===== src/rtl/apb_pkg.sv =====
// Shared types and constants for the APB master bridge.
// The optional ACCESS watchdog is enabled with the APB_MASTER_TIMEOUT_EN macro.
package apb_pkg;

    typedef enum logic [1:0] {
        IDLE   = 2'd0,
        SETUP  = 2'd1,
        ACCESS = 2'd2,
        RESP   = 2'd3
    } apb_master_state_e;

    localparam int APB_DATA_W = 32;
    localparam int APB_STRB_W = 4;

    // Byte strobes driven on the bus: reads never carry strobes.
    function automatic logic [APB_STRB_W-1:0] apb_req_strb(
        input logic                  is_write,
        input logic [APB_STRB_W-1:0] strb
    );
        logic [APB_STRB_W-1:0] res;
        if (is_write) begin
            res = strb;
        end else begin
            res = {APB_STRB_W{1'b0}};
        end
        return res;
    endfunction

endpackage


===== src/rtl/apb_watchdog.sv =====
// ACCESS-phase watchdog for the APB master bridge. Counts stalled ACCESS
// cycles and flags when the last permitted stalled cycle is reached.
// Used by apb_master_bridge only when APB_MASTER_TIMEOUT_EN is defined.
module apb_watchdog #(
    parameter int unsigned TimeoutCycles = 256
) (
    input  logic p_clk,
    input  logic p_resetn,
    input  logic i_clear,
    input  logic i_count_en,
    output logic o_expired
);

    localparam int unsigned CntW = $clog2(TimeoutCycles);
    localparam logic [CntW-1:0] LastCount = CntW'(TimeoutCycles - 32'd1);

    logic [CntW-1:0] r_count;

    // Stall counter: cleared before ACCESS starts, saturates at the terminal count.
    always_ff @(posedge p_clk or negedge p_resetn) begin
        if (!p_resetn) begin
            r_count <= {CntW{1'b0}};
        end else if (i_clear) begin
            r_count <= {CntW{1'b0}};
        end else if (i_count_en && (r_count != LastCount)) begin
            r_count <= r_count + CntW'(1);
        end else begin
            r_count <= r_count;
        end
    end

    assign o_expired = (r_count == LastCount);

endmodule


===== src/rtl/apb_master_bridge.sv =====
// APB4 initiator: turns single valid/ready commands into SETUP/ACCESS
// transfers and returns a held response. Define APB_MASTER_TIMEOUT_EN to
// abort ACCESS phases that stall for TimeoutCycles cycles.
module apb_master_bridge
    import apb_pkg::*;
#(
    parameter int unsigned AddrBits      = 32,
    parameter int unsigned TimeoutCycles = 256
) (
    input  logic                  p_clk,
    input  logic                  p_resetn,
    input  logic                  cmd_valid,
    output logic                  cmd_ready,
    input  logic                  cmd_write,
    input  logic [AddrBits-1:0]   cmd_addr,
    input  logic [APB_DATA_W-1:0] cmd_wdata,
    input  logic [APB_STRB_W-1:0] cmd_strb,
    output logic                  rsp_valid,
    input  logic                  rsp_ready,
    output logic [APB_DATA_W-1:0] rsp_rdata,
    output logic                  rsp_err,
    output logic                  rsp_timeout,
    output logic [AddrBits-1:0]   p_addr,
    output logic                  p_sel,
    output logic                  p_enable,
    output logic                  p_write,
    output logic [APB_DATA_W-1:0] p_wdata,
    output logic [APB_STRB_W-1:0] p_strb,
    input  logic [APB_DATA_W-1:0] p_rdata,
    input  logic                  p_ready,
    input  logic                  p_slverr
);

    apb_master_state_e     r_state;
    logic                  r_p_sel;
    logic                  r_p_enable;
    logic                  r_p_write;
    logic [AddrBits-1:0]   r_p_addr;
    logic [APB_DATA_W-1:0] r_p_wdata;
    logic [APB_STRB_W-1:0] r_p_strb;
    logic [APB_DATA_W-1:0] r_rsp_rdata;
    logic                  r_rsp_err;

`ifdef APB_MASTER_TIMEOUT_EN
    logic w_wdog_clear;
    logic w_wdog_count_en;
    logic w_wdog_expired;
    logic r_rsp_timeout;

    // The counter restarts while in SETUP so it reads zero on ACCESS entry.
    assign w_wdog_clear    = (r_state == SETUP);
    assign w_wdog_count_en = (r_state == ACCESS) && !p_ready;

    apb_watchdog #(
        .TimeoutCycles (TimeoutCycles)
    ) u_watchdog (
        .p_clk      (p_clk),
        .p_resetn   (p_resetn),
        .i_clear    (w_wdog_clear),
        .i_count_en (w_wdog_count_en),
        .o_expired  (w_wdog_expired)
    );

    assign rsp_timeout = r_rsp_timeout;
`else
    logic w_unused_timeout_cfg;
    assign w_unused_timeout_cfg = (TimeoutCycles >= 32'd2);
    assign rsp_timeout          = 1'b0;
`endif

    // Transfer FSM with registered APB request and response fields.
    always_ff @(posedge p_clk or negedge p_resetn) begin
        if (!p_resetn) begin
            r_state     <= IDLE;
            r_p_sel     <= 1'b0;
            r_p_enable  <= 1'b0;
            r_p_write   <= 1'b0;
            r_p_addr    <= {AddrBits{1'b0}};
            r_p_wdata   <= {APB_DATA_W{1'b0}};
            r_p_strb    <= {APB_STRB_W{1'b0}};
            r_rsp_rdata <= {APB_DATA_W{1'b0}};
            r_rsp_err   <= 1'b0;
`ifdef APB_MASTER_TIMEOUT_EN
            r_rsp_timeout <= 1'b0;
`endif
        end else begin
            case (r_state)
                IDLE: begin
                    if (cmd_valid) begin
                        r_state    <= SETUP;
                        r_p_sel    <= 1'b1;
                        r_p_enable <= 1'b0;
                        r_p_write  <= cmd_write;
                        r_p_addr   <= cmd_addr;
                        r_p_wdata  <= cmd_wdata;
                        r_p_strb   <= apb_req_strb(cmd_write, cmd_strb);
                    end else begin
                        r_state <= IDLE;
                    end
                end
                SETUP: begin
                    r_state    <= ACCESS;
                    r_p_enable <= 1'b1;
                end
                ACCESS: begin
                    if (p_ready) begin
                        r_state     <= RESP;
                        r_p_sel     <= 1'b0;
                        r_p_enable  <= 1'b0;
                        r_rsp_rdata <= r_p_write ? {APB_DATA_W{1'b0}} : p_rdata;
                        r_rsp_err   <= p_slverr;
`ifdef APB_MASTER_TIMEOUT_EN
                        r_rsp_timeout <= 1'b0;
                    end else if (w_wdog_expired) begin
                        r_state       <= RESP;
                        r_p_sel       <= 1'b0;
                        r_p_enable    <= 1'b0;
                        r_rsp_rdata   <= {APB_DATA_W{1'b0}};
                        r_rsp_err     <= 1'b1;
                        r_rsp_timeout <= 1'b1;
`endif
                    end else begin
                        r_state <= ACCESS;
                    end
                end
                RESP: begin
                    if (rsp_ready) begin
                        r_state <= IDLE;
                    end else begin
                        r_state <= RESP;
                    end
                end
                default: begin
                    r_state    <= IDLE;
                    r_p_sel    <= 1'b0;
                    r_p_enable <= 1'b0;
                end
            endcase
        end
    end

    assign cmd_ready = (r_state == IDLE);
    assign rsp_valid = (r_state == RESP);
    assign rsp_rdata = r_rsp_rdata;
    assign rsp_err   = r_rsp_err;
    assign p_sel     = r_p_sel;
    assign p_enable  = r_p_enable;
    assign p_write   = r_p_write;
    assign p_addr    = r_p_addr;
    assign p_wdata   = r_p_wdata;
    assign p_strb    = r_p_strb;

endmodule


===== config.mk =====
export PLATFORM = sky130hd
export DESIGN_NAME = apb_master_bridge
export DESIGN_NICKNAME = d
export VERILOG_FILES = /design/src/rtl/apb_pkg.sv /design/src/rtl/apb_watchdog.sv /design/src/rtl/apb_master_bridge.sv
export SDC_FILE = /design/constraint.sdc
export NUM_CORES = 1
export LEC_CHECK = 0
export CAP_MARGIN = 10
export CELL_PAD_IN_SITES_DETAIL_PLACEMENT = 0
export CELL_PAD_IN_SITES_GLOBAL_PLACEMENT = 1
export CORE_ASPECT_RATIO = 0.7
export CORE_MARGIN = 1
export CORE_UTILIZATION = 48
export DETAILED_ROUTE_END_ITERATION = 8
export DONT_BUFFER_PORTS = 1
export PLACE_DENSITY_LB_ADDON = 0.25
export SYNTH_ARGS = -nofsm -noshare
export SYNTH_HDL_FRONTEND = slang
export SYNTH_SLANG_ARGS = --single-unit

===== constraint.sdc =====
create_clock -name p_clk -period 1.7 [get_ports p_clk]
set_input_delay 0.17 -clock p_clk [delete_from_list [all_inputs] [get_ports p_clk]]
set_output_delay 0.17 -clock p_clk [all_outputs]
set_load 0.01 [all_outputs]

Word level (Yosys, flattened, before mapping)
Index checks and enable logic that the tools add are counted.

word-level totals
  register bits after elaboration = 106
  bits of input ports = 107
  output and inout bits = 107
  word-level logic and storage cells = 32

cells by class
  eq/ne operators = 5
  multiplexer cells = 11
  reduce and logical (&&, ||, !) cells = 7

operators by type and width
  kind                  number
  $mux W32              1
  $pmux W2 S4           1
  $reduce_and A3 Y1     2
  $mux W1               5
  $eq A2 B2 Y1 const B  2
  $mux W4               1
  $ne A2 B2 Y1 const B  2
  $reduce_and A2 Y1     2
  $pmux W1 S3           1
  $reduce_bool A3 Y1    1
  $eq A2 B1 Y1 const B  1
  $logic_not A2 Y1      1
  $mux W2               1
  $pmux W1 S2           1
  $reduce_bool A2 Y1    1

Logic depth before layout (Yosys ltp)
Gate-level depths: netlist of run 1.

  depth in word-level cells = 3
  mapped depth = 5
  mapped depth without buffers = 3

Worst setup path before layout of run 1
No wires, ideal clock.

  kind = flip-flop to flip-flop
  start point = register r_state[0]
  end point = register r_p_addr[0] (netlist: p_addr[0])
  library setup time = 125 ps
  arrival = 1,395 ps
  required time = 1,575 ps
  path slack = 180 ps
  stages on the path, launching flop included = 5
  buffers on the path = 2
  clock period less this slack = 1,520 ps
  cell sequence = dfrtp_1 -> or3b_1 -> buf_6 -> buf_12 -> mux2_4

between the ends
  cells in the longest elaborated chain, start to end = 2

ends and longest elaborated chain
  item                         RTL line                 RTL
  start, declared              apb_master_bridge.sv:34  apb_master_state_e r_state;
  start signal, assigned       apb_master_bridge.sv:74  r_state <= IDLE;
  start signal, assigned       apb_master_bridge.sv:90  r_state <= SETUP;
  start signal, assigned       apb_master_bridge.sv:98  r_state <= IDLE;
  $logic_not A2 Y1             apb_master_bridge.sv:87  case (r_state)
  $reduce_and A2 Y1 (no line)  --
  end signal, assigned         apb_master_bridge.sv:78  r_p_addr <= {AddrBits{1'b0}};
  end signal, assigned         apb_master_bridge.sv:94  r_p_addr <= cmd_addr;
  end, declared                apb_master_bridge.sv:38  logic [AddrBits-1:0] r_p_addr;

Every way passes these cells.
A chain may end at the register's enable or synchronous reset.

Worst setup path after layout of run 1
  start point = register r_state[0]
  end point = register r_p_addr[18] (netlist: p_addr[18])

Same word-level chain as after synthesis.

==> results of run 1 <==
-- stage by stage --
stage	std cells	hold slack (ns)
finish	539	-0.467
global route	539	-0.493
CTS	538	-0.484
detailed placement	424	-0.124
global placement	424	-0.124
floorplan	316	-0.126
-- how the worst max path moves through the flow --
stage,from,endpoint,depth (start not counted)
finish,r_state[0]$_DFF_PN0_,p_addr[18]$_DFFE_PN0P_,3
floorplan,r_state[0]$_DFF_PN0_,p_addr[0]$_DFFE_PN0P_,4
global route,r_state[0]$_DFF_PN0_,p_addr[23]$_DFFE_PN0P_,3
detailed placement,r_state[0]$_DFF_PN0_,p_addr[10]$_DFFE_PN0P_,3
global placement,r_state[0]$_DFF_PN0_,p_addr[27]$_DFFE_PN0P_,3
CTS,r_state[0]$_DFF_PN0_,p_wdata[3]$_DFFE_PN0P_,3
-- final cells by class --
class,instances,share of cell area (%)
Tap cell,120,2.62
Inverter,3,0.196
Timing Repair Buffer,106,18.4
Sequential cell,106,46.3
Clock buffer,12,4.30
Multi-Input combinational cell,188,27.7
Clock inverter,4,0.480
-- synthesized netlist by cell type, types with 2 or more instances --
cell / instances / share of area, %
a21oi_1: 2 / 0.23
dfrtp_1: 106 / 60
clkbuf_1: 8 / 0.68
nand2_1: 42 / 3.6
mux2_4: 62 / 21
buf_12: 6 / 2.7
inv_1: 3 / 0.25
buf_6: 2 / 0.51
o21ai_0: 39 / 4.4
nand2b_1: 32 / 4.5
mux2_2: 4 / 1.0
-- logic make-up after synthesis --
group / synth area share [%]
flops: 59.8
buf+inv: 4.51
mux: 22.2
simple gates: 8.66
compound gates: 4.76
other cells: 0.0845
-- worst max-delay path, delay by kind of cell (launching register included) --
family                 cells  cell delay (ns)
buffers and inverters      1             0.23
muxes                      1             0.36
and+or+nand+nor            1             0.42
DFF                        1             0.39
-- registers in the layout, summed over array words and instances (netlist names) --
signal     count
p_addr        32
p_wdata       32
rsp_rdata     32
p_strb         4
r_state        2
p_enable       1
p_sel          1
p_write        1
rsp_err        1
-- power groups by stage --
stage | Combinational [W] | Clock (W) | Sequential, W
2_1_floorplan | 0.00235 | 0 | 0.00508
3_3_place_gp | 0.00249 | 0 | 0.00539
3_5_place_dp | 0.00263 | 0 | 0.00540
4_1_cts | 0.00281 | 0.00194 | 0.00538
5_1_grt | 0.00310 | 0.00204 | 0.00554
6_report | 0.00281 | 0.00188 | 0.00538
-- routing by layer --
metal,vias to the layer above,part of all wire (%),wire length (µm)
met1,1318,40,3800
met5,-,0,0
li1,1242,-,-
met3,8,9.1,878
met4,0,0.90,86
met2,125,50,4840
-- repair_timing --
item                                   4_1_cts  5_1_grt
hold buffers                                98        1
endpoints found under the hold margin      205      107
setup endpoints to repair                    0        0
==> impl_results.md, run 1 <==
- Vias: 2693
- Clock transition at path regs: 0.07 ns
- Worst r2r src: r_state[0]$_DFF_PN0_
- Crit-path max FO: 59
- Synth Net Count: 423
- Vias/cell: 5.00
- Worst Reg-to-Reg Cells: 3
- Final setup fails: 0
- FFs w/ async S/R, synth: 100%
- Pwr/cell area: 1760 nW/µm²
- Synth unique cells: 21
- Slowest cell on crit path: or3b_4
- Yosys warns: 0
- CP Capture Type: register
- Global-route wire length before repair: 14300 µm
- Postcts setup bufs: 0
- Pre-antenna DRT Iters: 4
- Post-route setup slack: 0.127 ns
- Syn_area_per_cell: 14.0 µm²
- Syn Inst Count: 316
- Initial antenna violation count: 0
- Drt first-iter violations: 119
- Drt drc: 0
- Mapped Area: 4440 µm²
- Clock Latency Late Sink: 0.33 ns
- Grt peak-use layer: met2
- Final Critical Period: 1.57 ns
- Maximum clock rate: 636 MHz
- Post-DP HPWL: 6210 µm
- Root Buffer: clkbuf_16
- P_sw: 0.00345 W
- Fin area: 5730 µm²
- Cell Chain, Critical Path: or3b_4 > buf_12 > mux2_4
- Placer Congestion: 0.756
- TNS Setup: 0 ns
- Final hold vios: 106
- Number of max-cap violations: 0
- Vias in the first global route: 2795
- Die height: 82.5 µm
- Sw Ratio: 34.3%
- Core Rows: 28
- Nets: 521
- Num CTS Buffers: 9
- Clock sinks: 106
- Die W: 117 µm
- Core Util, Final: 65.7%
- Routed Antenna Nets: 0
- Grt met2 use: 33.8%
- Worst hold slack: -0.467 ns
- Met1 Track Usage GR: 23.1%
- Leak Pwr: 2.73 nW
- Prevailing post-synth register cell: dfrtp_1
- Seq. cell area: 2650 µm²
- Wire length per cell: 17.8 µm
- WP data arrival: 1.78 ns
- Comb power frac: 27.9%
- Period utilization: 92.5%
- DIE AREA: 9640 µm²
- GRT overflow: 0
- Status: finished with violations
- Final Skew: 0.00532 ns
- Layout filler cell count: 654
- H-tree depth: 3
- Layout area overhead: 29.2%
- Clock power share: 18.7%
- Commonest non-fill, non-tap cells in the layout: dfrtp_1 (106), dlygate4sd3_1 (99), mux2_4 (62)
- CP max stage delay: 0.42 ns
- Multi-input gate area: 1590 µm²
- Flop2flop setup slack: 0.13 ns
- Worst reg2reg endpoint: p_addr[18]$_DFFE_PN0P_
- GR Util All Layers: 19.8%
- Final slew viol count: 0
- Worst hold path type: input pin to async pin
- Commonest non-fill, non-tap cell in the layout: dfrtp_1
- Failing checks: negative hold slack
- Diode count: 0
- Cts repair resizes: 0
- M3 GR Usage: 8.10%
- Total core area: 8720 µm²
- CP Data Required Time: 1.91 ns
- Seq/Total Area, Yosys: 59.8%
- Reg power frac: 53.4%
- Post-synthesis register bit count: 106
- Area of placed instances: 4470 µm²
- Post-placement setup slack: 0.174 ns
- Cell-internal power: 0.00662 W
- Largest net degree at the start of global routing: 107
- Starting Density: 50.9%
- Setup CP Type: register to register
- Tot Pwr: 0.0101 W
- VDD IR max: 1050 µV
- Port buffer count: 0
- Number of synthesized flops with an enable pin: 0
- I/O pins: 214
- Unrepaired setup endpoints after global routing: no
- CTS tree: built
- Share of layout cells above drive strength 1: 21.0%
- CP startpoint kind: register
- Clk buf depth: 2
- Final wirelength: 9600 µm
Note: power is estimated with default switching activity, not from simulation.
==> run 2: changes to the inputs <==
--- a/config.mk
+++ b/config.mk
@@ -14,6 +14,8 @@
 export DETAILED_ROUTE_END_ITERATION = 8
 export DONT_BUFFER_PORTS = 1
 export PLACE_DENSITY_LB_ADDON = 0.25
+export RECOVER_POWER = 100
+export SLEW_MARGIN = 30
 export SYNTH_ARGS = -nofsm -noshare
 export SYNTH_HDL_FRONTEND = slang
 export SYNTH_SLANG_ARGS = --single-unit
==> impl_results.md, run 2 (synthesis gave the netlist of run 1 again) <==
- GRT overflow: 0 (unchanged)
- Area of placed instances: 4470 µm² (unchanged)
- CP Capture Type: register (unchanged)
- Share of layout cells above drive strength 1: 5.73% (was 21.0%)
- Initial antenna violation count: 0 (unchanged)
- Worst hold path type: input pin to async pin (unchanged)
- Pre-antenna DRT Iters: 6 (was 4)
- Crit-path max FO: 59 (unchanged)
- GR Util All Layers: 19.8% (unchanged)
- Final slew viol count: 0 (unchanged)
- Reg power frac: 57.5% (was 53.4%)
- Cell Count Post-Placement: 424 (unchanged)
- Maximum clock rate: 631 MHz (was 636 MHz)
- CP max stage delay: 0.43 ns (was 0.42 ns)
- Final hold vios: 106 (unchanged)
- DIE AREA: 9640 µm² (unchanged)
- Final wirelength: 9500 µm (was 9600 µm)
- Worst hold slack: -0.468 ns (was -0.467 ns)
- P_sw: 0.00336 W (was 0.00345 W)
- Pwr/cell area: 1690 nW/µm² (was 1760 nW/µm²)
- Cell-internal power: 0.00592 W (was 0.00662 W)
- Wire length per cell: 17.6 µm (was 17.8 µm)
- Layout area overhead: 23.7% (was 29.2%)
- Flop2flop setup slack: 0.12 ns (was 0.13 ns)
- Leak Pwr: 2.41 nW (was 2.73 nW)
- Fin area: 5490 µm² (was 5730 µm²)
- Worst slew pin tran: 0.560 ns
- CP Data Required Time: 1.90 ns (was 1.91 ns)
- Vias: 2673 (was 2693)
- Diode count: 0 (unchanged)
- Vias/cell: 4.96 (was 5.00)
- Clock power share: 20.3% (was 18.7%)
- Commonest non-fill, non-tap cells in the layout: dfrtp_1 (106), dlygate4sd3_1 (99), mux2_1 (61) (was dfrtp_1 (106), dlygate4sd3_1 (99), mux2_4 (62))
- Buf/Inv on CP: 1 (unchanged)
- Post-route setup slack: 0.116 ns (was 0.127 ns)
- Clock transition at path regs: 0.07 ns (about the same)
- Final setup fails: 0 (unchanged)
- Die W: 117 µm (unchanged)
- Number of max-cap violations: 0 (unchanged)
- Largest net degree at the start of global routing: 107 (unchanged)
- Global-route wire length before repair: 14300 µm (unchanged)
- TNS Setup: 0 ns (unchanged)
- Routed Antenna Nets: 0 (unchanged)
- Port buffer count: 0 (unchanged)
- CTS tree: built (unchanged)
- Final Critical Period: 1.58 ns (was 1.57 ns)
- Cell Chain, Critical Path: or3b_1 > buf_12 > mux2_1 (was or3b_4 > buf_12 > mux2_4)
- Drt drc: 0 (unchanged)
- Vias in the first global route: 2795 (unchanged)
- Unrepaired setup endpoints after global routing: no (unchanged)
- Clock Latency Late Sink: 0.33 ns (about the same)
- Die height: 82.5 µm (unchanged)
- Num CTS Buffers: 9 (unchanged)
- Delay-heaviest family, CP: simple AND/OR/NAND/NOR gates (unchanged)
- I/O pins: 214 (unchanged)
- Failing checks: negative hold slack (unchanged)
- VDD IR max: 996 µV (was 1050 µV)
- Nets: 521 (unchanged)
- Setup CP Type: register to register (unchanged)
- H-tree depth: 3 (unchanged)
- Slowest cell on crit path: or3b_1 (was or3b_4)
- Post-DP HPWL: 6210 µm (unchanged)
- Final Skew: 0.00643 ns (was 0.00532 ns)
- Drt first-iter violations: 108 (was 119)
- Root Buffer: clkbuf_16 (unchanged)
- Post-placement setup slack: 0.174 ns (unchanged)
- Period utilization: 93.2% (was 92.5%)
- Sw Ratio: 36.2% (was 34.3%)
- Non-filler instance count after layout: 539 (unchanged)
- Starting Density: 50.9% (unchanged)
- Total core area: 8720 µm² (unchanged)
- Commonest non-fill, non-tap cell in the layout: dfrtp_1 (unchanged)
- Relative slew slack: 62.7%
- WP data arrival: 1.78 ns (about the same)
- Core Rows: 28 (unchanged)
- Clk buf depth: 2 (unchanged)
- CP startpoint kind: register (unchanged)
- Comb power frac: 22.2% (was 27.9%)
- Clock sinks: 106 (unchanged)
- Status: finished with violations (unchanged)
- Placer Congestion: 0.756 (unchanged)
-- run 2: final timing paths --
| check | from | endpoint | depth (start not counted) |
|---|---|---|---|
| max in group asynchronous | p_resetn | rsp_rdata[12]$_DFFE_PN0P_ | 0 |
| setup reg to reg | r_state[0]$_DFF_PN0_ | p_addr[23]$_DFFE_PN0P_ | 3 |
| setup / recovery | r_state[0]$_DFF_PN0_ | p_addr[23]$_DFFE_PN0P_ | 3 |
| hold / removal | p_resetn | p_wdata[21]$_DFFE_PN0P_ | 0 |
| min in group p_clk | p_rdata[3] | rsp_rdata[3]$_DFFE_PN0P_ | 2 |
| hold reg to reg | rsp_rdata[23]$_DFFE_PN0P_ | rsp_rdata[23]$_DFFE_PN0P_ | 2 |
-- run 2: power by group through the flow --
| stage | registers (W) | logic [W] | clock network, W |
|---|---|---|---|
| after floorplan | 0.00508 | 0.00235 | 0 |
| after global placement | 0.00539 | 0.00249 | 0 |
| after detailed placement | 0.00540 | 0.00263 | 0 |
| after CTS | 0.00538 | 0.00281 | 0.00194 |
| after global routing | 0.00551 | 0.00234 | 0.00204 |
| final | 0.00534 | 0.00206 | 0.00188 |
-- run 2: metal layers --
metal | share of wire (%) | GRT usage (%) | vias to the layer above
met5 | 0 | 0 | -
met4 | 1.1 | 6.20 | 0
met3 | 8.7 | 8.10 | 10
met2 | 51 | 33.8 | 125
met1 | 40 | 23.1 | 1294
li1 | - | - | 1244
-- run 2: worst reg2reg max path, delay by kind of cell (launching register included) --
kind,cells,cell delay (ns)
flip-flops,1,0.38
buffers and inverters,1,0.22
multiplexers,1,0.42
AND/OR/NAND/NOR,1,0.43
-- run 2: cell type report --
cell class / count / area, µm²
inverters: 3 / 11.3
clock buffers: 12 / 246
repair buffers: 106 / 1050
fillers: 733 / 3230
clock inverters: 4 / 27.5
flip-flops and latches: 106 / 2650
well taps: 120 / 150
multi-input cells: 188 / 1360
-- run 2: timing repair --
action	4_1_cts	5_1_grt
hold endpoints to repair	205	107
gates resized for setup	0	0
buffers inserted	0	0
hold buffers	98	1
-- run 2: per-stage QoR --
step                total power (W)  utilization (%)
finish                      0.00928             62.9
global route                0.00989             62.9
CTS                          0.0101             65.6
detailed placement          0.00803             51.2
global placement            0.00788             51.2
floorplan                   0.00744                -
==> run 3: changes to the inputs <==
--- a/config.mk
+++ b/config.mk
@@ -5,6 +5,7 @@
 export SDC_FILE = /design/constraint.sdc
 export NUM_CORES = 1
 export LEC_CHECK = 0
+export ABC_CLOCK_PERIOD_IN_PS = 1700
 export CAP_MARGIN = 10
 export CELL_PAD_IN_SITES_DETAIL_PLACEMENT = 0
 export CELL_PAD_IN_SITES_GLOBAL_PLACEMENT = 1
@@ -14,7 +15,7 @@
 export DETAILED_ROUTE_END_ITERATION = 8
 export DONT_BUFFER_PORTS = 1
 export PLACE_DENSITY_LB_ADDON = 0.25
-export RECOVER_POWER = 100
+export SKIP_LAST_GASP = 1
 export SLEW_MARGIN = 30
 export SYNTH_ARGS = -nofsm -noshare
 export SYNTH_HDL_FRONTEND = slang
==> results of run 3 <==
No change in the layout: final DEF, timing and power equal those of run 1.
